**config.mk**
```make
export PLATFORM = sky130hd
export DESIGN_NAME = cnt_sched
export DESIGN_NICKNAME = d
export VERILOG_FILES = /design/src/rtl/cnt_pkg.sv /design/src/rtl/cnt_prescale.sv /design/src/rtl/cnt_sched.sv
export SDC_FILE = /design/constraint.sdc
export NUM_CORES = 1
export LEC_CHECK = 0
export CAP_MARGIN = 40
export CORE_ASPECT_RATIO = 1.4
export CORE_UTILIZATION = 45
export CTS_CLUSTER_DIAMETER = 150
export DETAILED_ROUTE_END_ITERATION = 10
export GPL_TIMING_DRIVEN = 0
export PLACE_DENSITY = 0.68
export SLEW_MARGIN = 20
export SYNTH_ARGS = -nofsm -noshare
export SYNTH_HDL_FRONTEND = slang
export SYNTH_HIERARCHICAL = 1
export SYNTH_SLANG_ARGS = --single-unit
export TNS_END_PERCENT = 50
```
**constraint.sdc**
```tcl
create_clock -name clkin -period 3.1 [get_ports clkin]
set_input_delay 0.31 -clock clkin [delete_from_list [all_inputs] [get_ports clkin]]
set_output_delay 0.31 -clock clkin [all_outputs]
set_load 0.005 [all_outputs]
```
**src/rtl/cnt_pkg.sv**
```systemverilog
// Shared definitions for the display-counter run controller: state codes,
// default counter width and display nibble width.
package cnt_pkg;

    typedef enum logic [1:0] {
        ST_IDLE  = 2'd0,
        ST_RUN   = 2'd1,
        ST_PAUSE = 2'd2,
        ST_DONE  = 2'd3
    } state_t;

    localparam int CNT_WIDTH_DEF = 27;
    localparam int NIB_W         = 4;

endpackage

```
**src/rtl/cnt_prescale.sv**
```systemverilog
// Clock-enable generator for cnt_sched: one enable every PRESCALE cycles,
// cleared on run start/stop and frozen while paused. Built only with CNT_SCHED_PRESCALE_EN.
`ifdef CNT_SCHED_PRESCALE_EN
module cnt_prescale
    import cnt_pkg::*;
#(
    parameter int PRESCALE = 1
) (
    input  logic clkin,
    input  logic rst0,
    input  logic clr,
    input  logic hold,
    output logic en
);

    localparam logic [7:0] LAST = 8'(PRESCALE - 1);

    logic [7:0] div;

    assign en = (div == LAST);

    always_ff @(posedge clkin or negedge rst0) begin
        if (!rst0) begin
            div <= 8'd0;
        end else if (clr) begin
            div <= 8'd0;
        end else if (!hold) begin
            div <= en ? 8'd0 : div + 8'd1;
        end
    end

endmodule
`endif

```
**src/rtl/cnt_sched.sv**
```systemverilog
// Run controller and counter register for the free-running display counter.
// Optional enable prescaler is compiled in with `define CNT_SCHED_PRESCALE_EN.
module cnt_sched
    import cnt_pkg::*;
#(
    parameter int WIDTH    = CNT_WIDTH_DEF,
    parameter int NIB_LSB  = WIDTH - 4,
    parameter int PRESCALE = 1
) (
    input  logic             clkin,
    input  logic             rst0,
    input  logic             start,
    input  logic             pause,
    input  logic             stop,
    input  logic             periodic,
    input  logic             cfg_load,
    input  logic [WIDTH-1:0] cfg_tc,
    output logic             tick,
    output logic             done,
    output logic             busy,
    output logic [1:0]       st,
    output logic [NIB_W-1:0] out
);

    // Elaboration-time guards on the configuration.
    if (WIDTH < 4) begin : g_bad_width
        $error("cnt_sched: WIDTH must be at least 4");
    end
    if (NIB_LSB < 0 || NIB_LSB + NIB_W > WIDTH) begin : g_bad_nib
        $error("cnt_sched: display slice outside the counter");
    end
    if (PRESCALE < 1 || PRESCALE > 255) begin : g_bad_prescale
        $error("cnt_sched: PRESCALE must be in 1..255");
    end

    state_t           state, state_d;
    logic [WIDTH-1:0] count, count_d;
    logic [WIDTH-1:0] tc, tc_d;
    logic             mode, mode_d;
    logic             done_d;
    logic             tick_d;
    logic             en;

`ifdef CNT_SCHED_PRESCALE_EN
    logic pre_clr;
    logic pre_hold;

    // The divider restarts whenever a fresh run begins or the run is aborted.
    assign pre_clr  = stop || (start && (state == ST_IDLE || state == ST_DONE));
    assign pre_hold = (state == ST_PAUSE);

    cnt_prescale #(
        .PRESCALE (PRESCALE)
    ) u_prescale (
        .clkin (clkin),
        .rst0  (rst0),
        .clr   (pre_clr),
        .hold  (pre_hold),
        .en    (en)
    );
`else
    assign en = 1'b1;
`endif

    assign busy = (state == ST_RUN) || (state == ST_PAUSE);
    assign st   = state;

    always_comb begin
        state_d = state;
        count_d = count;
        tc_d    = tc;
        mode_d  = mode;
        done_d  = done;
        tick_d  = 1'b0;

        if (cfg_load && (state == ST_IDLE || state == ST_DONE)) begin
            tc_d = cfg_tc;
        end

        if (stop) begin
            state_d = ST_IDLE;
            count_d = '0;
            done_d  = 1'b0;
        end else begin
            unique case (state)
                ST_IDLE: begin
                    if (start) begin
                        state_d = ST_RUN;
                        count_d = '0;
                        mode_d  = periodic;
                    end
                end
                ST_RUN: begin
                    // The terminal edge wins over pause; pause applies from the next edge.
                    if (en && count == tc) begin
                        tick_d = 1'b1;
                        if (mode) begin
                            count_d = '0;
                        end else begin
                            state_d = ST_DONE;
                            done_d  = 1'b1;
                        end
                    end else if (pause) begin
                        state_d = ST_PAUSE;
                    end else if (en) begin
                        count_d = count + WIDTH'(1);
                    end
                end
                ST_PAUSE: begin
                    if (!pause && start) begin
                        state_d = ST_RUN;
                    end
                end
                ST_DONE: begin
                    if (start) begin
                        state_d = ST_RUN;
                        count_d = '0;
                        done_d  = 1'b0;
                        mode_d  = periodic;
                    end
                end
                default: begin
                    state_d = ST_IDLE;
                end
            endcase
        end
    end

    always_ff @(posedge clkin or negedge rst0) begin
        if (!rst0) begin
            state <= ST_IDLE;
            count <= '0;
            tc    <= '1;
            mode  <= 1'b1;
            tick  <= 1'b0;
            done  <= 1'b0;
            out   <= '0;
        end else begin
            state <= state_d;
            count <= count_d;
            tc    <= tc_d;
            mode  <= mode_d;
            tick  <= tick_d;
            done  <= done_d;
            out   <= count[NIB_LSB +: NIB_W];
        end
    end

endmodule

```
==> flow_summary_export.csv, run 1 <==
group,metric,value,unit
placed_design,placedCellCount,485,
cells_and_area,drive_above_1_share,23.4,%
cells_and_area,synthToLayoutAreaGrowth,22.6,%
clocking,cts_tree,"yes",
timing,hold-worst-slack,350,ps
synthesis,ys.flop_type,"dfrtp_1",
setup_path,cp-endpoint,"count[17]",
synthesis,synth_top_area_share,24.6,%
pwr,leakagePower,0.00173,uW
global_route,grt_use_total,23.8,%
clocking,numCtsBuffers,9,
cells_and_area,fin_util,56.7,%
route,wl_per_cell,17.6,um
setup_path,reg2reg_to,"count[17]",
setup_path,end_kind,"register",
cells_and_area,final_nets,436,
global_route,grt_pass1_wl,14.7,mm
placed_design,gp_congestion,0.928,
synthesis,synth_edf_count,0,
timing,fmax,358,MHz
pwr,power.density,754,nW/um^2
route,first_iter_violations,173,
setup_path,crit_fanout,10,
setup_path,required,3380,ps
die,fp.dieW,77.2,um
global_route,first_global_vias,2957,
setup_path,rrSetupSlack,310,ps
route,wirelength,8.82,mm
timing,hold_viol_final,0,
cells_and_area,num_antenna_cells,0,
timing,fin_skew,14.7,ps
synthesis,synth.largest_area_cell,"dfrtp_1",
route,ant_nets,0,
timing,slew_violations,0,
status,status,"completed",
synthesis,synth_area_leaders,"dfrtp_1, dfstp_2, mux2_2",
timing,rsz0062_at_grt,"false",
setup_path,cp-startpoint,"st[0]",
pwr,ir_drop,445,uV
clocking,clk_pin_slew_worst_paths,70,ps
clocking,cts_setup_buffers,0,
route,dr.pass1.iters,4,
global_route,antenna_found_initial,0,
synthesis,yosysWarnings,6,
placed_design,port_buffers,42,
clocking,clkLatencyLatePin,370,ps
timing,fin_crit,2790,ps
synthesis,ys_types,57,
clocking,max-clock-path-buffers,2,
timing,worst_pin_slew,614,ps
cells_and_area,final_area,4360,um^2
timing,setup_viol,0,
global_route,gr-total-overflow,0,
setup_path,r2r-start,"st[0]",
synthesis,avgSynthCellArea,10.4,um^2
clocking,clock-root-buffer,"clkbuf_8",
clocking,post_cts_resized,0,
route,drc_errors,0,
die,pin_count,43,
setup_path,rr_worst_depth,9,
synthesis,yosys-top-cells-count,"dfrtp_1, dfstp_2, mux2_2",
synthesis,synthArstFlopShare,100,%
cells_and_area,fillers,704,
timing,slew_headroom,59.1,%
synthesis,synth-seq-cells,63,
die,die_y,107,um
job,drv_cap,0,
placed_design,place_area,4130,um^2
worst_hold_path,hp-class,"in -> async",
synthesis,yosysSeqAreaShare,45.3,%
synthesis,syn_nets,381,
synthesis,synth.most_common_cell,"dfrtp_1",
synthesis,syn_area,3560,um^2
setup_path,start_kind,"register",
die,initial_utilization,46.2,%
cells_and_area,final_cells,502,
die,rows,38,
clocking,h-tree-depth,3,
route,viasPerCell,5.73,
timing,min_period_over_period,90.0,%
route,vias,2876,
die,die_area,8280,um^2
placed_design,hpwl,6.29,mm
setup_path,arrival,3070,ps
clocking,cts.sinks,63,
synthesis,synthCells,342,
setup_path,criticalPathCategory,"reg -> reg",
global_route,grt_max_degree,49,
die,core,7700,um^2
power breakdown:
group	switching (uW)	leakage, uW	internal [uW]
Sequential	161	0.000781	1170
Combinational	590	0.000839	550
Clock	324	0.000114	496
registers in the layout, summed over array words and instances (netlist names):
| register | cells |
|---|---|
| out | 4 |
| mode | 1 |
| tc | 27 |
| tick | 1 |
| done | 1 |
| count | 27 |
| st | 2 |
per-stage QoR:
step / setup TNS, ps / setup WS, ps / power [uW]
finish: 0 / 310 / 3290
global placement: -11580 / -335 / 2450
CTS: 0 / 302 / 3310
floorplan: 0 / 860 / 2120
detailed placement: 0 / 360 / 2480
global route: 0 / 61.7 / 3490
what timing repair did:
action / CTS / global route
hold buffers: 1 / 0
setup endpoints to repair: 0 / 0
endpoints found under the hold margin: 8 / 0
placed cells by master, fill, tap and decap left out, types with 4 or more instances in the layout:
| cell type | n |
|---|---|
| o21ai_0 | 21 |
| clkbuf_8 | 11 |
| and3_1 | 5 |
| mux2i_1 | 5 |
| or3_1 | 5 |
| xor2_1 | 16 |
| nor3_1 | 4 |
| and4_1 | 5 |
| clkbuf_1 | 9 |
| xnor2_1 | 11 |
| a211oi_1 | 17 |
| nand2_1 | 15 |
| buf_2 | 6 |
| nor2_1 | 17 |
| mux2_2 | 28 |
| nand4_1 | 12 |
| a31oi_1 | 4 |
| ha_1 | 5 |
| dfstp_2 | 28 |
| clkdlybuf4s50_1 | 41 |
| inv_1 | 16 |
| o31ai_1 | 4 |
| nand3_1 | 27 |
| dfrtp_1 | 35 |
| buf_4 | 4 |
cell type report:
class                   count  area, um^2  area share (%)
multi-input cells         245        1790            41.1
well taps                 100         125            2.87
clock buffers              13         159            3.64
clock inverters             3        65.1            1.49
flip-flops and latches     63        1610            36.9
repair buffers             44         455            10.4
inverters                  16        60.1            1.38
plain buffers              18        93.8            2.15
critical path: stages (launching register included):
cell and delay [ps]:
dfrtp_1 470, inv_1 130, ha_1 370, inv_1 120
nor2_1 70, o21ai_0 370, clkbuf_1 440, clkbuf_1 430
nand4_1 150, mux2i_1 160
worst min path at each step:
stage | startpoint | endpoint | slack [ps] | depth (start not counted)
floorplan | rst0 | count[0] | 10 | 0
global placement | count[26] | out[3] | 480 | 0
detailed placement | rst0 | out[2] | 190 | 1
CTS | rst0 | out[2] | 350 | 2
global route | rst0 | out[1] | 370 | 2
finish | rst0 | out[2] | 350 | 2
metal layers:
layer	wire length (um)	share of wire, %	GRT usage (%)	vias up
met3	386	4.4	4.43	26
met2	4510	51	40.1	94
met1	3560	40	27.0	1387
met4	365	4.1	16.7	0
met5	0	0	0	-
li1	-	-	-	1369
logic make-up (layout without fill, tap and decap cells):
group / after synthesis / in the layout / synth area share [%]
simple gates: 113 / 113 / 18.6
compound gates: 67 / 67 / 13.2
mux: 33 / 33 / 10.3
fa+ha+maj: 5 / 5 / 1.76
xor+xnor: 27 / 27 / 6.64
buf+inv: 34 / 94 / 4.32
flops: 63 / 63 / 45.3
(Power assumes the default switching activity.)
==> run 2, diff against run 1 <==
DONT_BUFFER_PORTS = 1   (was default)
PLACE_DENSITY = 0.61   (was 0.68)
==> run 2 against run 1 <==
  * First-iteration DRC count rose by 16%
  * Die area did not move
  * Setup slack got worse by 140 ps
  * Global-route usage fell by 0.84 points
  * Clock skew fell by 5.8 ps
  * Design area fell by 10%
  * Total power fell by 5.4%
  * Combinational power fell by 8%
  * Maximum frequency fell by 4.8%
  * Clock-buffer cell count fell by 1
  * Via count fell by 5.4%
  * Largest cell class unchanged
  * Highest routed layer unchanged
==> flow_summary_export.csv, run 2 (same netlist as run 1, synthesis figures left out) <==
group,metric,value,unit
status,status,"completed",
die,die_area,8280,um^2
placed_design,gp_congestion,0.871,
die,die_y,107,um
setup_path,crit_cells,9,
clocking,post_cts_resized,0,
setup_path,slowest_delay,510,ps
setup_path,cp-endpoint,"count[17]",
pwr,leakagePower,0.00156,uW
timing,hold-worst-slack,99.6,ps
setup_path,reg2reg_to,"count[17]",
die,pin_count,43,
global_route,grt_pass1_wl,14.1,mm
cells_and_area,synthToLayoutAreaGrowth,10.2,%
die,rows,38,
die,fp.dieW,77.2,um
clocking,numCtsBuffers,9,
cells_and_area,num_antenna_cells,0,
setup_path,rr_worst_depth,9,
timing,fin_skew,8.91,ps
pwr,ir_drop,357,uV
clocking,h-tree-depth,3,
placed_design,placedCellCount,442,
cells_and_area,final_cells,460,
setup_path,slowest_stage,"clkbuf_1",
clocking,clock-root-buffer,"clkbuf_8",
global_route,grt_max_degree,64,
setup_path,cp_top_family,"buffers and inverters",
timing,rsz0062_at_grt,"false",
timing,min_period_over_period,94.5,%
route,first_iter_violations,201,
setup_path,cp_cell_sequence,"inv_1 > ha_1 > inv_1 > nor2_1 > o21ai_0 > clkbuf_1 > clkbuf_1 > nand4_1 > mux2i_1",
global_route,first_global_vias,2716,
cells_and_area,mostFrequentLayoutCell,"dfrtp_1",
timing,hold_viol_final,0,
placed_design,port_buffers,0,
setup_path,required,3370,ps
route,vias,2722,
timing,slew_violations,0,
setup_path,crit_fanout,10,
cells_and_area,final_area,3920,um^2
clocking,clk_pin_slew_worst_paths,70,ps
global_route,gr-total-overflow,0,
setup_path,r2r-start,"st[0]",
timing,worst_pin_slew,630,ps
global_route,antenna_found_initial,0,
die,initial_utilization,46.2,%
pwr,power.density,793,nW/um^2
placed_design,place_area,3680,um^2
setup_path,arrival,3200,ps
cells_and_area,largestRegisters,"count: 27 flops, tc: 27 flops, out: 4 flops",
timing,setup_viol,0,
route,wirelength,8.58,mm
setup_path,end_kind,"register",
clocking,clkLatencyLatePin,360,ps
setup_path,worst-path-buf-inv,4,
worst_hold_path,hp-class,"in -> reg",
global_route,grt_use_total,23.0,%
cells_and_area,final_nets,394,
route,drc_errors,0,
clocking,max-clock-path-buffers,2,
route,viasPerCell,5.92,
setup_path,rrSetupSlack,170,ps
setup_path,start_kind,"register",
cells_and_area,final_cell_mix,"dfrtp_1, mux2_2, dfstp_2, nand3_1, o21ai_0",
cells_and_area,fillers,729,
timing,fmax,341,MHz
timing,tns,0,ps
timing,slew_headroom,58.0,%
route,ant_nets,0,
die,core,7700,um^2
route,wl_per_cell,18.6,um
timing,fin_crit,2930,ps
setup_path,criticalPathCategory,"reg -> reg",
setup_path,cp-startpoint,"st[0]",
placed_design,hpwl,6.12,mm
route,dr.pass1.iters,4,
clocking,cts.sinks,63,
cells_and_area,drive_above_1_share,26.1,%
clocking,cts_tree,"yes",
job,drv_cap,0,
==> run 2: cell count changes in the layout (fill, tap and decap cells not counted), sizes merged <==
cell / delta
clkdlybuf4s50: -41
clkinv: +2
buf: -1
bufinv: -1
clkbuf: -1
==> run 2: how the worst min path moves through the flow <==
stage / startpoint / end / slack [ps] / depth (start not counted)
floorplan: rst0 / count[0] / 10 / 0
CTS: cfg_tc[23] / tc[23] / 90 / 1
global placement: rst0 / done / 20 / 0
finish: cfg_tc[23] / tc[23] / 100 / 1
global route: cfg_tc[23] / tc[23] / 90 / 1
detailed placement: rst0 / done / 20 / 0
==> run 2: metrics by stage <==
stage                     power, uW  utilization [%]  setup slack (ps)
after floorplan                2120                -               860
after global placement         2350             47.8               279
after detailed placement       2380             47.8               235
after CTS                      3140             50.9               199
after global routing           3320             50.9              24.6
final                          3110             50.9               171
==> run 2: worst register-to-register path, stage by stage, from the launching register on <==
cell	delay, ps
dfrtp_1	480
inv_1	130
ha_1	370
inv_1	130
nor2_1	70
o21ai_0	360
clkbuf_1	460
clkbuf_1	510
nand4_1	160
mux2i_1	180
==> run 2: power breakdown <==
group | internal (uW) | switching (uW)
combinational | 473 | 579
clock | 411 | 321
sequential | 1170 | 159
total | 2050 | 1060
==> run 2: layout make-up <==
class / count / area (um^2) / share of cell area (%)
buffer: 18 / 93.8 / 2.39
clock buffer: 12 / 155 / 3.96
clock inverter: 4 / 45.0 / 1.15
inverter: 16 / 60.1 / 1.53
multi-input combinational: 245 / 1790 / 45.7
sequential: 63 / 1610 / 41.1
tap: 100 / 125 / 3.19
timing repair buffer: 2 / 37.5 / 0.957
==> run 2: what timing repair did <==
item	CTS	global route
endpoints found under the hold margin	63	0
hold buffers	2	0
buffers inserted	0	0
==> run 2: routing by layer <==
layer / vias up / part of all wire, % / GRT usage, %
met5: - / 0 / 0
li1: 1297 / - / -
met4: 0 / 3.9 / 15.1
met2: 80 / 50 / 37.2
met1: 1321 / 42 / 27.1
met3: 24 / 4.4 / 5.19
